**src/rtl/posit_stream_pkg.sv**
```systemverilog
// Shared constants, payload layout and window-state type for the posit stream packer.
// The payload struct field order fixes the bit positions on the AXI-stream data bus.
package posit_stream_pkg;

    localparam int FRAC_W    = 26;
    localparam int SCALE_W   = 7;
    localparam int PAYLOAD_W = 36;

    localparam int FRAC_LSB  = 0;
    localparam int SCALE_LSB = FRAC_LSB + FRAC_W;
    localparam int NAR_BIT   = SCALE_LSB + SCALE_W;
    localparam int ZERO_BIT  = NAR_BIT + 1;
    localparam int SIGN_BIT  = ZERO_BIT + 1;

    typedef enum logic {
        IDLE   = 1'b0,
        IN_WIN = 1'b1
    } win_state_t;

    typedef struct packed {
        logic               sign;
        logic               zero;
        logic               nar;
        logic [SCALE_W-1:0] scale;
        logic [FRAC_W-1:0]  fraction;
    } payload_t;

    function automatic payload_t pack_payload(
        input logic               sign,
        input logic               zero,
        input logic               nar,
        input logic [SCALE_W-1:0] scale,
        input logic [FRAC_W-1:0]  fraction
    );
        payload_t p;
        p.sign     = sign;
        p.zero     = zero;
        p.nar      = nar;
        p.scale    = scale;
        p.fraction = fraction;
        return p;
    endfunction

endpackage

```
**src/rtl/sync_fifo.sv**
```systemverilog
// Generic first-word-fall-through FIFO, DEPTH entries, pointers wrap modulo DEPTH.
// Latency: a write is visible on rd_dat right after its edge.
// Backpressure: wr_rdy drops when full; a write while full is ignored even if a read occurs.
module sync_fifo #(
    parameter int DATA_W = 37,
    parameter int DEPTH  = 4
) (
    input  logic              clk,
    input  logic              rst_n,
    input  logic              wr_vld,
    output logic              wr_rdy,
    input  logic [DATA_W-1:0] wr_dat,
    output logic              rd_vld,
    input  logic              rd_rdy,
    output logic [DATA_W-1:0] rd_dat
);

    localparam int AW = $clog2(DEPTH);

    logic [DATA_W-1:0] mem [DEPTH];
    logic [AW-1:0]     wr_ptr;
    logic [AW-1:0]     rd_ptr;
    logic [AW:0]       count;
    logic              push;
    logic              pop;

    // Flags come from the registered count only, so a pop never frees space for a same-cycle push.
    assign wr_rdy = (count < (AW+1)'(DEPTH));
    assign rd_vld = (count != '0);
    assign push   = wr_vld & wr_rdy;
    assign pop    = rd_rdy & rd_vld;
    assign rd_dat = mem[rd_ptr];

    always_ff @(posedge clk or negedge rst_n) begin
        if (!rst_n) begin
            wr_ptr <= '0;
            rd_ptr <= '0;
            count  <= '0;
        end else begin
            if (push) wr_ptr <= wr_ptr + 1'b1;
            if (pop)  rd_ptr <= rd_ptr + 1'b1;
            if (push && !pop)      count <= count + 1'b1;
            else if (pop && !push) count <= count - 1'b1;
        end
    end

    always_ff @(posedge clk) begin
        if (push) mem[wr_ptr] <= wr_dat;
    end

endmodule

```
**src/rtl/posit_stream_packer_16_1.sv**
```systemverilog
// Packs decoded posit products into AXI-stream beats and checks sow/eow window framing.
// Latency: beat accepted at edge N is on m_axis right after edge N.
// Backpressure: rtr_o deasserts while the FIFO is full; m_axis holds its beat while tready=0.
module posit_stream_packer_16_1
    import posit_stream_pkg::*;
#(
    parameter int WIDTH = 64,
    parameter int DEPTH = 4
) (
    input  logic                    clk,
    input  logic                    rst_n,
    input  logic                    rts_i,
    output logic                    rtr_o,
    input  logic                    sow_i,
    input  logic                    eow_i,
    input  logic [FRAC_W-1:0]       fraction_i,
    input  logic [SCALE_W-1:0]      scale_i,
    input  logic                    NaR_i,
    input  logic                    zero_i,
    input  logic                    sign_i,
    output logic                    m_axis_tvalid,
    input  logic                    m_axis_tready,
    output logic [WIDTH-1:0]        m_axis_tdata,
    output logic [WIDTH/8-1:0]      m_axis_tstrb,
    output logic                    m_axis_tlast,
    output logic                    proto_err_o,
    output logic [15:0]             word_cnt_o
);

    localparam logic [WIDTH/8-1:0] TSTRB_VLD = {{(WIDTH/8-5){1'b0}}, 5'h1F};

    logic                 rdy_en;
    logic                 fifo_wr_rdy;
    logic                 accept;
    logic                 pop;
    payload_t             in_pl;
    logic [PAYLOAD_W:0]   head_dat;
    logic                 head_vld;
    win_state_t           state;
    win_state_t           state_nxt;
    logic                 err_set;

    // Holds rtr_o low through reset and until the first clock edge after release.
    always_ff @(posedge clk or negedge rst_n) begin
        if (!rst_n) rdy_en <= 1'b0;
        else        rdy_en <= 1'b1;
    end

    assign rtr_o  = rdy_en & fifo_wr_rdy;
    assign accept = rts_i & rtr_o;
    assign in_pl  = pack_payload(sign_i, zero_i, NaR_i, scale_i, fraction_i);

    sync_fifo #(
        .DATA_W (PAYLOAD_W + 1),
        .DEPTH  (DEPTH)
    ) u_fifo (
        .clk    (clk),
        .rst_n  (rst_n),
        .wr_vld (accept),
        .wr_rdy (fifo_wr_rdy),
        .wr_dat ({eow_i, in_pl}),
        .rd_vld (head_vld),
        .rd_rdy (m_axis_tready),
        .rd_dat (head_dat)
    );

    assign pop           = head_vld & m_axis_tready;
    assign m_axis_tvalid = head_vld;
    assign m_axis_tdata  = head_vld ? {{(WIDTH-PAYLOAD_W){1'b0}}, head_dat[PAYLOAD_W-1:0]} : '0;
    assign m_axis_tlast  = head_vld & head_dat[PAYLOAD_W];
    assign m_axis_tstrb  = head_vld ? TSTRB_VLD : '0;

    always_ff @(posedge clk or negedge rst_n) begin
        if (!rst_n) state <= IDLE;
        else        state <= state_nxt;
    end

    // Framing errors never block the beat; they only set the sticky flag.
    always_comb begin
        state_nxt = state;
        err_set   = 1'b0;
        if (accept) begin
            case (state)
                IDLE: begin
                    if (!sow_i)          err_set   = 1'b1;
                    if (sow_i && !eow_i) state_nxt = IN_WIN;
                end
                IN_WIN: begin
                    if (sow_i) err_set   = 1'b1;
                    if (eow_i) state_nxt = IDLE;
                end
                default: state_nxt = IDLE;
            endcase
        end
    end

    always_ff @(posedge clk or negedge rst_n) begin
        if (!rst_n)       proto_err_o <= 1'b0;
        else if (err_set) proto_err_o <= 1'b1;
    end

    always_ff @(posedge clk or negedge rst_n) begin
        if (!rst_n) begin
            word_cnt_o <= '0;
        end else if (pop) begin
            if (m_axis_tlast)                word_cnt_o <= '0;
            else if (word_cnt_o != 16'hFFFF) word_cnt_o <= word_cnt_o + 16'd1;
        end
    end

endmodule

```
**config.mk**
```make
export PLATFORM = sky130hd
export DESIGN_NAME = posit_stream_packer_16_1
export DESIGN_NICKNAME = d
export VERILOG_FILES = /design/src/rtl/posit_stream_pkg.sv /design/src/rtl/sync_fifo.sv /design/src/rtl/posit_stream_packer_16_1.sv
export SDC_FILE = /design/constraint.sdc
export NUM_CORES = 1
export LEC_CHECK = 0
export ABC_CLOCK_PERIOD_IN_PS = 2100
export BUFFER_PORTS_ARGS = -buffer_cell sky130_fd_sc_hd__buf_2
export CORE_MARGIN = 8
export CORE_UTILIZATION = 40
export CTS_CLUSTER_SIZE = 28
export DETAILED_ROUTE_END_ITERATION = 8
export PLACE_DENSITY = 0.69
export SYNTH_ARGS = -nofsm -noshare
export SYNTH_HDL_FRONTEND = slang
export SYNTH_SLANG_ARGS = --single-unit
```
**constraint.sdc**
```tcl
create_clock -name clk -period 2.1 [get_ports clk]
set_input_delay 0.21 -clock clk [delete_from_list [all_inputs] [get_ports clk]]
set_output_delay 0.21 -clock clk [all_outputs]
set_load 0.05 [all_outputs]
```
-- After elaboration in Yosys (flattened, before gate mapping)
Memory sizes are Yosys's and may differ from the RTL's.
Cells that the tools add are included.
- memory bits (writable): 148
- memories: 1
- output and inout port bits: 92
- bits of input ports: 42
- register bits: 26
- word-level logic and storage cells: 46
- memory list (memory ; words ; width ; read ports ; clocked after memory_dff ; write ports ; RTL line ; text):
    u_fifo.mem ; 4 ; 37 ; 1 ; 0 ; 1 ; sync_fifo.sv:20 ; logic [DATA_W-1:0] mem [DEPTH];
- eq/ne operators: 1
- bitwise gates (word level): 6
- $add $sub $neg: 5
- reduce and logical (&&, ||, !) cells: 10
- order comparisons: 1
- muxes and demuxes: 15
- operators with widths (kind ; count):
    $mux W36 ; 1
    $mux W16 ; 2
    $add A16 B1 Y16 const B ; 1
    $ne A16 B16 Y1 const B ; 1
    $mux W1 ; 7
    $mux W3 ; 2
    $and A1 B1 Y1 ; 5
    $mux W5 ; 1
    $add A2 B1 Y2 const B ; 2
    $pmux W1 S2 ; 2
    $reduce_bool A2 Y1 ; 2
    $add A3 B1 Y3 const B ; 1
    $logic_and A1 B1 Y1 ; 3
    $logic_not A1 Y1 ; 3
    $lt A3 B3 Y1 const B ; 1
    $reduce_bool A3 Y1 ; 1
    $sub A3 B1 Y3 const B ; 1
    $reduce_and A2 Y1 ; 1
    $not A1 Y1 ; 1

-- Longest topological paths before layout
Gate-level depths: netlist (run 1).
- depth after elaboration: 8
- mapped depth: 9
- depth with buffers taken out: 8

-- Cells and area by module
Synthesis (run 1) repeated with hierarchy kept, for this count alone.
- cells, all modules: 432
- area total of the unflattened synthesis: 7368.3 sq um
- modules (own cells, without submodules) (module ; times used ; area an instance (sq um) ; cells an instance ; sequential area each (sq um)):
    sync_fifo ; 1 ; 5733.0 ; 229 ; 4619.4
    posit_stream_packer_16_1 ; 1 ; 1635.3 ; 203 ; 475.5

-- Least setup slack after synthesis (run 1)
No wires, ideal clock.
- path kind: reg2reg
- start point: reg u_fifo.count[2]
- end point: reg u_fifo.count[2]
- path buffers: 1
- period minus slack after synthesis: 2.425 ns
- cell stages (with the launch flop): 10
- arrival: 2.346 ns
- setup slack: -0.325 ns
- setup time: 0.079 ns
- data required time: 2.021 ns
- cells stage by stage: dfrtp_1 > and2b_1 > and2_1 > clkbuf_1 > ha_1 > inv_1 > fa_1 > xor2_1 > nor2_1 > xor2_1
- longest elaborated chain between the ends: 7
- elaborated cells between the ends (all ways): 15
- classes of those cells: 2 x add/sub; 1 x order compare; 2 x mux; 4 x bitwise; 6 x reduce/logical
- ends and longest elaborated chain (what ; RTL line ; text):
    start: declaration ; sync_fifo.sv:23 ; logic [AW:0] count;
    start signal: assignment ; sync_fifo.sv:42 ; if (push && !pop) count <= count + 1'b1;
    start signal: assignment ; sync_fifo.sv:43 ; else if (pop && !push) count <= count - 1'b1;
    $lt A3 B3 Y1 * ; sync_fifo.sv:28 ; assign wr_rdy = (count < (AW+1)'(DEPTH));
    $and A1 B1 Y1 * ; posit_stream_packer_16_1.sv:49 ; assign rtr_o = rdy_en & fifo_wr_rdy;
    via rtr_o ; posit_stream_packer_16_1.sv:13 ; output logic rtr_o,
    $and A1 B1 Y1 * ; posit_stream_packer_16_1.sv:50 ; assign accept = rts_i & rtr_o;
    $and A1 B1 Y1 * ; sync_fifo.sv:30 ; assign push = wr_vld & wr_rdy;
    via u_fifo.push ; sync_fifo.sv:24 ; logic push;
    $logic_not A1 Y1 ; sync_fifo.sv:43 ;
    $logic_and A1 B1 Y1 ; sync_fifo.sv:43 ;
    $reduce_bool A2 Y1 (no line) ; - ;
Mark *: on every way through the listed nets, which the timed path passes. The rest lies on a longest branch. The select of a mux whose other input is x is not followed.
A chain may end at the register's enable or synchronous reset.

-- Worst setup path in the final report (run 1)
- start point: reg u_fifo.rd_ptr[0]
- end point: out m_axis_tdata[14]
- longest elaborated chain between the ends: 2
- ends and longest elaborated chain (what ; RTL line ; text):
    start: declaration ; sync_fifo.sv:22 ; logic [AW-1:0] rd_ptr;
    start signal: assignment ; sync_fifo.sv:41 ; if (pop) rd_ptr <= rd_ptr + 1'b1;
    $mem_v2 Z4 W37 ; - ;
    $mux W36 ; posit_stream_packer_16_1.sv:69 ; assign m_axis_tdata = head_vld ? {{(WIDTH-PAYLOAD_W){1'b0}}, head_dat[PAYLOAD_W-1:0]} : '0;
    end: declaration ; posit_stream_packer_16_1.sv:23 ; output logic [WIDTH-1:0] m_axis_tdata,
No other way between the ends.

==> flow_summary.yaml, run 1 <==
run_status:
  status: "finished, violations left"
  violations: "negative setup slack"
critical_path:
  required_ns: 1.89
  cp_max_fo: 7
  cp-start-kind: "flip-flop"
  crit_type: "flip-flop to output pin"
  r2r-end: "word_cnt_o[5]"
  r2r_start: "u_fifo.rd_ptr[0]"
  worstRegToRegCells: 5
  cp_data_arrival_time_ns: 2.00
  r2r_slack_ns: 0.04
  endpoint_kind: "output pin"
logic_synthesis:
  netlist_instances: 425
  synth_cell_types: 44
  synth_top_area_cell: "edfxtp_1"
  synth_edf_count: 148
  ys_async_sr_fraction: 0.149
  avgSynthCellArea_sq_um: 17.3
  synth.area.top_cells: "edfxtp_1, mux4_2, dfrtp_1"
  ys_seq_area_frac: 0.695
  syn-cell-area_sq_um: 7330
  yosys_warnings: 0
  synth_flop_cell: "edfxtp_1"
  synth-seq-cells: 174
  synth_top_area_frac: 0.606
flow_run:
  drv_cap: 0
floorplan:
  dieArea_sq_um: 22900
  die_w_um: 151
  core_area_sq_um: 18000
  start_util: 0.408
  ioPinCount: 134
  rows: 49
  dieHeight_um: 151
sta:
  fin_ws_ns: -0.110
  hold_viol: 0
  relSlewSlack: 0.595
  slew_viol_final: 0
  period_share: 1.05
  setup_viol: 35
  max_clock_freq_mhz: 452
  max_slew.worst_pin.slew_ns: 0.608
  whs_ns: 0.0217
  grt_setup_unrepaired: "yes"
  clock_skew_ns: 0.0123
  layout_min_cycle_time_ns: 2.21
final_layout:
  drive_above_1_share: 0.440
  seqCellArea_sq_um: 5100
  n_fill_cell: 1372
  syn2layout_area_growth_pct: 33.3
  nets: 636
  fin_area_sq_um: 9770
  multi_input_area_sq_um: 2220
clocking:
  cts_max_path_buffers: 2
  cts_tree: "done"
  htree_num_levels: 4
  clk_latency_ns: 0.42
  cts_sinks: 174
  clk_pin_slew_worst_paths_ns: 0.06
  cts_made_buffers: 17
  cts_root_buffer: "clkbuf_16"
placed_design:
  numPortBuffers: 102
  dpl_cell_area_sq_um: 8170
  gp_congestion: 0.821
  dp_slack_ns: 0.0763
  hpwl_mm: 9.57
global_routing:
  antenna_found_initial: 1
  grt_remaining_overflow: 0
  first_global_vias: 4487
  grt_start_max_net_pins: 38
  grt_pass1_wl_mm: 25.0
  grt_util_all_layers: 0.146
route:
  vias: 4245
  ant_nets: 0
  wl_per_cell_um: 19.7
  drc: 0
  wl_mm: 16.3
  drtPass1Iterations: 4
  vias_per_cell: 5.11
  drtIter0Drc: 217
min_path:
  hold_path_class: "input port to flip-flop"
  worstHoldStart: "scale_i[2]"
  hold_depth: 1
  holdPathEnd: "u_fifo.mem[0][28]"
pwr:
  p_int_uw: 9100
  seq_power_share: 0.291
  power_density_nw_per_um2: 1510
  sw_frac_of_total: 0.384
  ir_worst_vdd_mv: 1.06
  combPwrFrac: 0.487
  p_sw_uw: 5680
  pwr-share-clk: 0.222
  p_leak_uw: 0.00371
-- cells in the final DEF (no fill, tap or decap), types with 6 or more instances in the layout --
cell type / count
dlygate4sd3_1: 33
nor2b_4: 23
nor2b_2: 11
inv_6: 6
or2_2: 6
nand3_1: 13
dfrtp_1: 21
buf_2: 65
edfxtp_1: 148
buf_4: 15
buf_6: 40
conb_1: 32
clkbuf_16: 19
nand2_1: 15
nor3_1: 6
mux4_2: 37
buf_12: 9
mux2i_1: 7
-- routing by layer --
layer / up-vias / track usage / share of wire
li1: 1909 / - / -
met3: 14 / 0.0454 / 0.076
met1: 2171 / 0.170 / 0.39
met4: 0 / 0.0391 / 0.0075
met2: 151 / 0.255 / 0.52
met5: - / 0 / 0
-- what timing repair did --
action                     CTS  global route
pin swaps                    1             2
setup endpoints to repair   37            54
hold buffers                33             0
cloned                       3             2
setup buffers                6             6
resized for setup          117            16
hold endpoints to repair   152             0
-- state kept, by name, indices dropped and copies added, names as in the netlist --
signal	count
u_fifo.mem	148
word_cnt_o	16
u_fifo.count	3
u_fifo.rd_ptr	2
u_fifo.wr_ptr	2
proto_err_o	1
rdy_en	1
state	1
-- worst max-delay path, stage by stage, from the launching register on --
cell and delay (ns):
dfrtp_2 0.45, buf_6 0.16, buf_16 0.15, mux4_2 0.52
nor2b_4 0.14, buf_6 0.16
-- Yosys cell counts (3+ instances only) --
library cell,instances
edfxtp_1,148
nor3_1,8
nor4_1,5
clkbuf_1,10
or4_1,3
buf_4,37
and3_1,7
a21oi_1,4
buf_2,5
nor2b_1,38
xnor2_1,5
mux4_2,37
nand3_1,13
mux2i_1,7
dfrtp_1,26
ha_1,6
or2_2,7
nor2_1,3
inv_1,4
nand2_1,16
nand4_1,5
-- how the worst max path moves through the flow --
stage / slack [ns] / to / start / depth (start not counted)
2_1_floorplan: -0.03 / u_fifo.count[2] / u_fifo.count[2] / 9
3_3_place_gp: 0.18 / u_fifo.count[2] / u_fifo.count[1] / 8
3_5_place_dp: 0.08 / u_fifo.count[2] / u_fifo.count[0] / 8
4_1_cts: -0.12 / m_axis_tdata[16] / u_fifo.rd_ptr[0] / 5
5_1_grt: -0.17 / m_axis_tdata[14] / u_fifo.rd_ptr[0] / 5
6_report: -0.11 / m_axis_tdata[14] / u_fifo.rd_ptr[0] / 5
-- stage by stage --
step                      total power (uW)   util  TNS [ns]  instances
after global placement                9790  0.455         0        748
after floorplan                       8610      -   -0.0262        455
after detailed placement              9860  0.455         0        748
final                                14800  0.544     -2.30        830
after global routing                 15400  0.544     -5.34        830
after CTS                            14700  0.537     -3.69        822
-- kinds of logic after synthesis --
logic type / after synthesis / share of synthesized area
flops: 174 / 0.695
simple gates: 111 / 0.0870
other cells: 2 / 0.00102
fa+ha+maj: 7 / 0.0130
compound gates: 19 / 0.0194
xor+xnor: 7 / 0.00836
mux: 46 / 0.126
buf+inv: 59 / 0.0503
-- power by group through the flow --
stage	logic (uW)	registers, uW	clock network, uW
finish	7190	4310	3280
global route	7550	4330	3480
CTS	7040	4290	3360
detailed placement	5510	4350	0
global placement	5470	4320	0
floorplan	4230	4370	0
-- cell type report --
| type | instances | area share |
|---|---|---|
| sequential | 174 | 0.522 |
| multi-input combinational | 222 | 0.228 |
| timing repair buffer | 167 | 0.155 |
| clock buffer | 17 | 0.0435 |
| tap | 229 | 0.0293 |
| clock inverter | 15 | 0.0198 |
| inverter | 5 | 0.00218 |
| antenna | 1 | 0.000256 |
Note: power is estimated with default switching activity, not from simulation.
==> inputs of run 2 (changes only) <==
--- a/config.mk
+++ b/config.mk
@@ -5,7 +5,7 @@
 export SDC_FILE = /design/constraint.sdc
 export NUM_CORES = 1
 export LEC_CHECK = 0
-export ABC_CLOCK_PERIOD_IN_PS = 2100
+export ABC_CLOCK_PERIOD_IN_PS = 1900
 export BUFFER_PORTS_ARGS = -buffer_cell sky130_fd_sc_hd__buf_2
 export CORE_MARGIN = 8
 export CORE_UTILIZATION = 40
==> constraint.sdc (replaced) <==
create_clock -name clk -period 1.9 [get_ports clk]
set_input_delay 0.19 -clock clk [delete_from_list [all_inputs] [get_ports clk]]
set_output_delay 0.19 -clock clk [all_outputs]
set_load 0.05 [all_outputs]
==> flow_summary.yaml, run 2 (synthesis results as in run 1) <==
run_status:
  status: "finished, violations left"
  violations: "negative setup slack"
clocking:
  clk_pin_slew_worst_paths_ns: 0.07
  htree_num_levels: 4
  cts_root_buffer: "clkbuf_16"
  cts_made_buffers: 17
  clk_latency_ns: 0.42
  cts_tree: "done"
  cts_sinks: 174
  cts_max_path_buffers: 2
final_layout:
  drive_above_1_share: 0.471
  top_register: "u_fifo.mem"
  fin_area_sq_um: 10200
  reg_top3: "u_fifo.mem x148, word_cnt_o x16, u_fifo.count x3"
  largest_reg_flops: 148
  fin_util: 0.566
  diodes: 0
  layout_commonest_cell: "edfxtp_1"
  nets: 656
  syn2layout_area_growth_pct: 38.6
  final_cell_mix: "edfxtp_1, buf_2, buf_6"
floorplan:
  rows: 49
  dieHeight_um: 151
  ioPinCount: 134
  die_w_um: 151
  dieArea_sq_um: 22900
  start_util: 0.408
  core_area_sq_um: 18000
critical_path:
  required_ns: 1.71
  worstRegToRegCells: 6
  r2r_start: "u_fifo.rd_ptr[0]"
  endpoint_kind: "output pin"
  r2r_slack_ns: -0.19
  cp_max_fo: 4
  cp-start-kind: "flip-flop"
  r2r-end: "word_cnt_o[5]"
  crit_type: "flip-flop to output pin"
  cp_data_arrival_time_ns: 1.93
sta:
  hold_viol: 0
  whs_ns: 0.0417
  layout_min_cycle_time_ns: 2.12
  relSlewSlack: 0.595
  max_slew.worst_pin.slew_ns: 0.608
  grt_setup_unrepaired: "yes"
  period_share: 1.12
  slew_viol_final: 0
  setup_viol: 56
  max_clock_freq_mhz: 472
  fin_ws_ns: -0.220
  clock_skew_ns: 0.0115
global_routing:
  grt_pass1_wl_mm: 24.5
  grt_util_all_layers: 0.143
  grt_start_max_net_pins: 27
  grt_remaining_overflow: 0
  first_global_vias: 4589
  antenna_found_initial: 0
min_path:
  holdPathEnd: "state"
  worstHoldStart: "eow_i"
  hold_path_class: "input port to flip-flop"
  hold_depth: 2
pwr:
  power_uw: 17000
  p_leak_uw: 0.00388
  power_density_nw_per_um2: 1670
  ir_worst_vdd_mv: 1.54
flow_run:
  drv_cap: 0
route:
  drc: 0
  ant_nets: 0
  drtPass1Iterations: 4
  wl_per_cell_um: 19.4
  vias_per_cell: 5.06
  wl_mm: 16.4
  vias: 4294
  drtIter0Drc: 200
placed_design:
  hpwl_mm: 9.83
  gp_congestion: 0.860
  dpl_cell_area_sq_um: 8310
  numPortBuffers: 102
==> run 2: final cells by class <==
type                    instances  area (sq um)
well taps                     229           287
repair buffers                187          1790
inverters                       5          28.8
fillers                      1385          7790
flip-flops and latches        174          5110
multi-input cells             222          2320
clock buffers                  18           429
clock inverters                14           204
==> run 2: how the worst max path moves through the flow <==
stage | startpoint | to | slack [ns] | cells after the start
finish | u_fifo.rd_ptr[0] | m_axis_tdata[33] | -0.22 | 5
global route | u_fifo.rd_ptr[0] | m_axis_tdata[33] | -0.29 | 5
CTS | u_fifo.rd_ptr[0] | m_axis_tdata[19] | -0.29 | 5
detailed placement | u_fifo.count[2] | u_fifo.count[2] | -0.05 | 8
global placement | u_fifo.count[2] | u_fifo.count[2] | 0.06 | 8
floorplan | u_fifo.count[0] | u_fifo.count[2] | -0.21 | 9
==> run 2: what timing repair did <==
| item | CTS | global route |
|---|---|---|
| hold endpoints to repair | 170 | 0 |
| cloned | 2 | 5 |
| setup endpoints to repair | 45 | 55 |
| setup buffers | 7 | 9 |
| gates resized for setup | 102 | 66 |
| pin swaps | 4 | 7 |
| hold buffers | 37 | 0 |
==> run 2: power breakdown <==
group	total [uW]	switching, uW	internal [uW]
registers	4710	183	4530
clock network	3690	1460	2230
logic	8550	4680	3870
total	17000	6330	10600
==> run 2: per-stage QoR <==
step | setup TNS [ns] | worst slack, ns | cells
6_report | -7.61 | -0.220 | 849
5_1_grt | -11.51 | -0.287 | 849
4_1_cts | -8.85 | -0.287 | 836
3_5_place_dp | -0.0610 | -0.0522 | 758
3_3_place_gp | 0 | 0.0580 | 758
2_1_floorplan | -1.50 | -0.211 | 455
==> run 2: metal layers <==
layer | track usage | up-vias | wire length, um
li1 | - | 1944 | -
met1 | 0.172 | 2165 | 6740
met2 | 0.243 | 164 | 8310
met3 | 0.0400 | 21 | 1170
met4 | 0.0445 | 0 | 204
met5 | 0 | - | 0
==> run 2: critical path, cell delays in order (launching register included) <==
cell and delay, ns:
dfrtp_2 0.42, buf_6 0.15, clkbuf_16 0.15, mux4_2 0.50
nor2b_4 0.14, buf_6 0.14
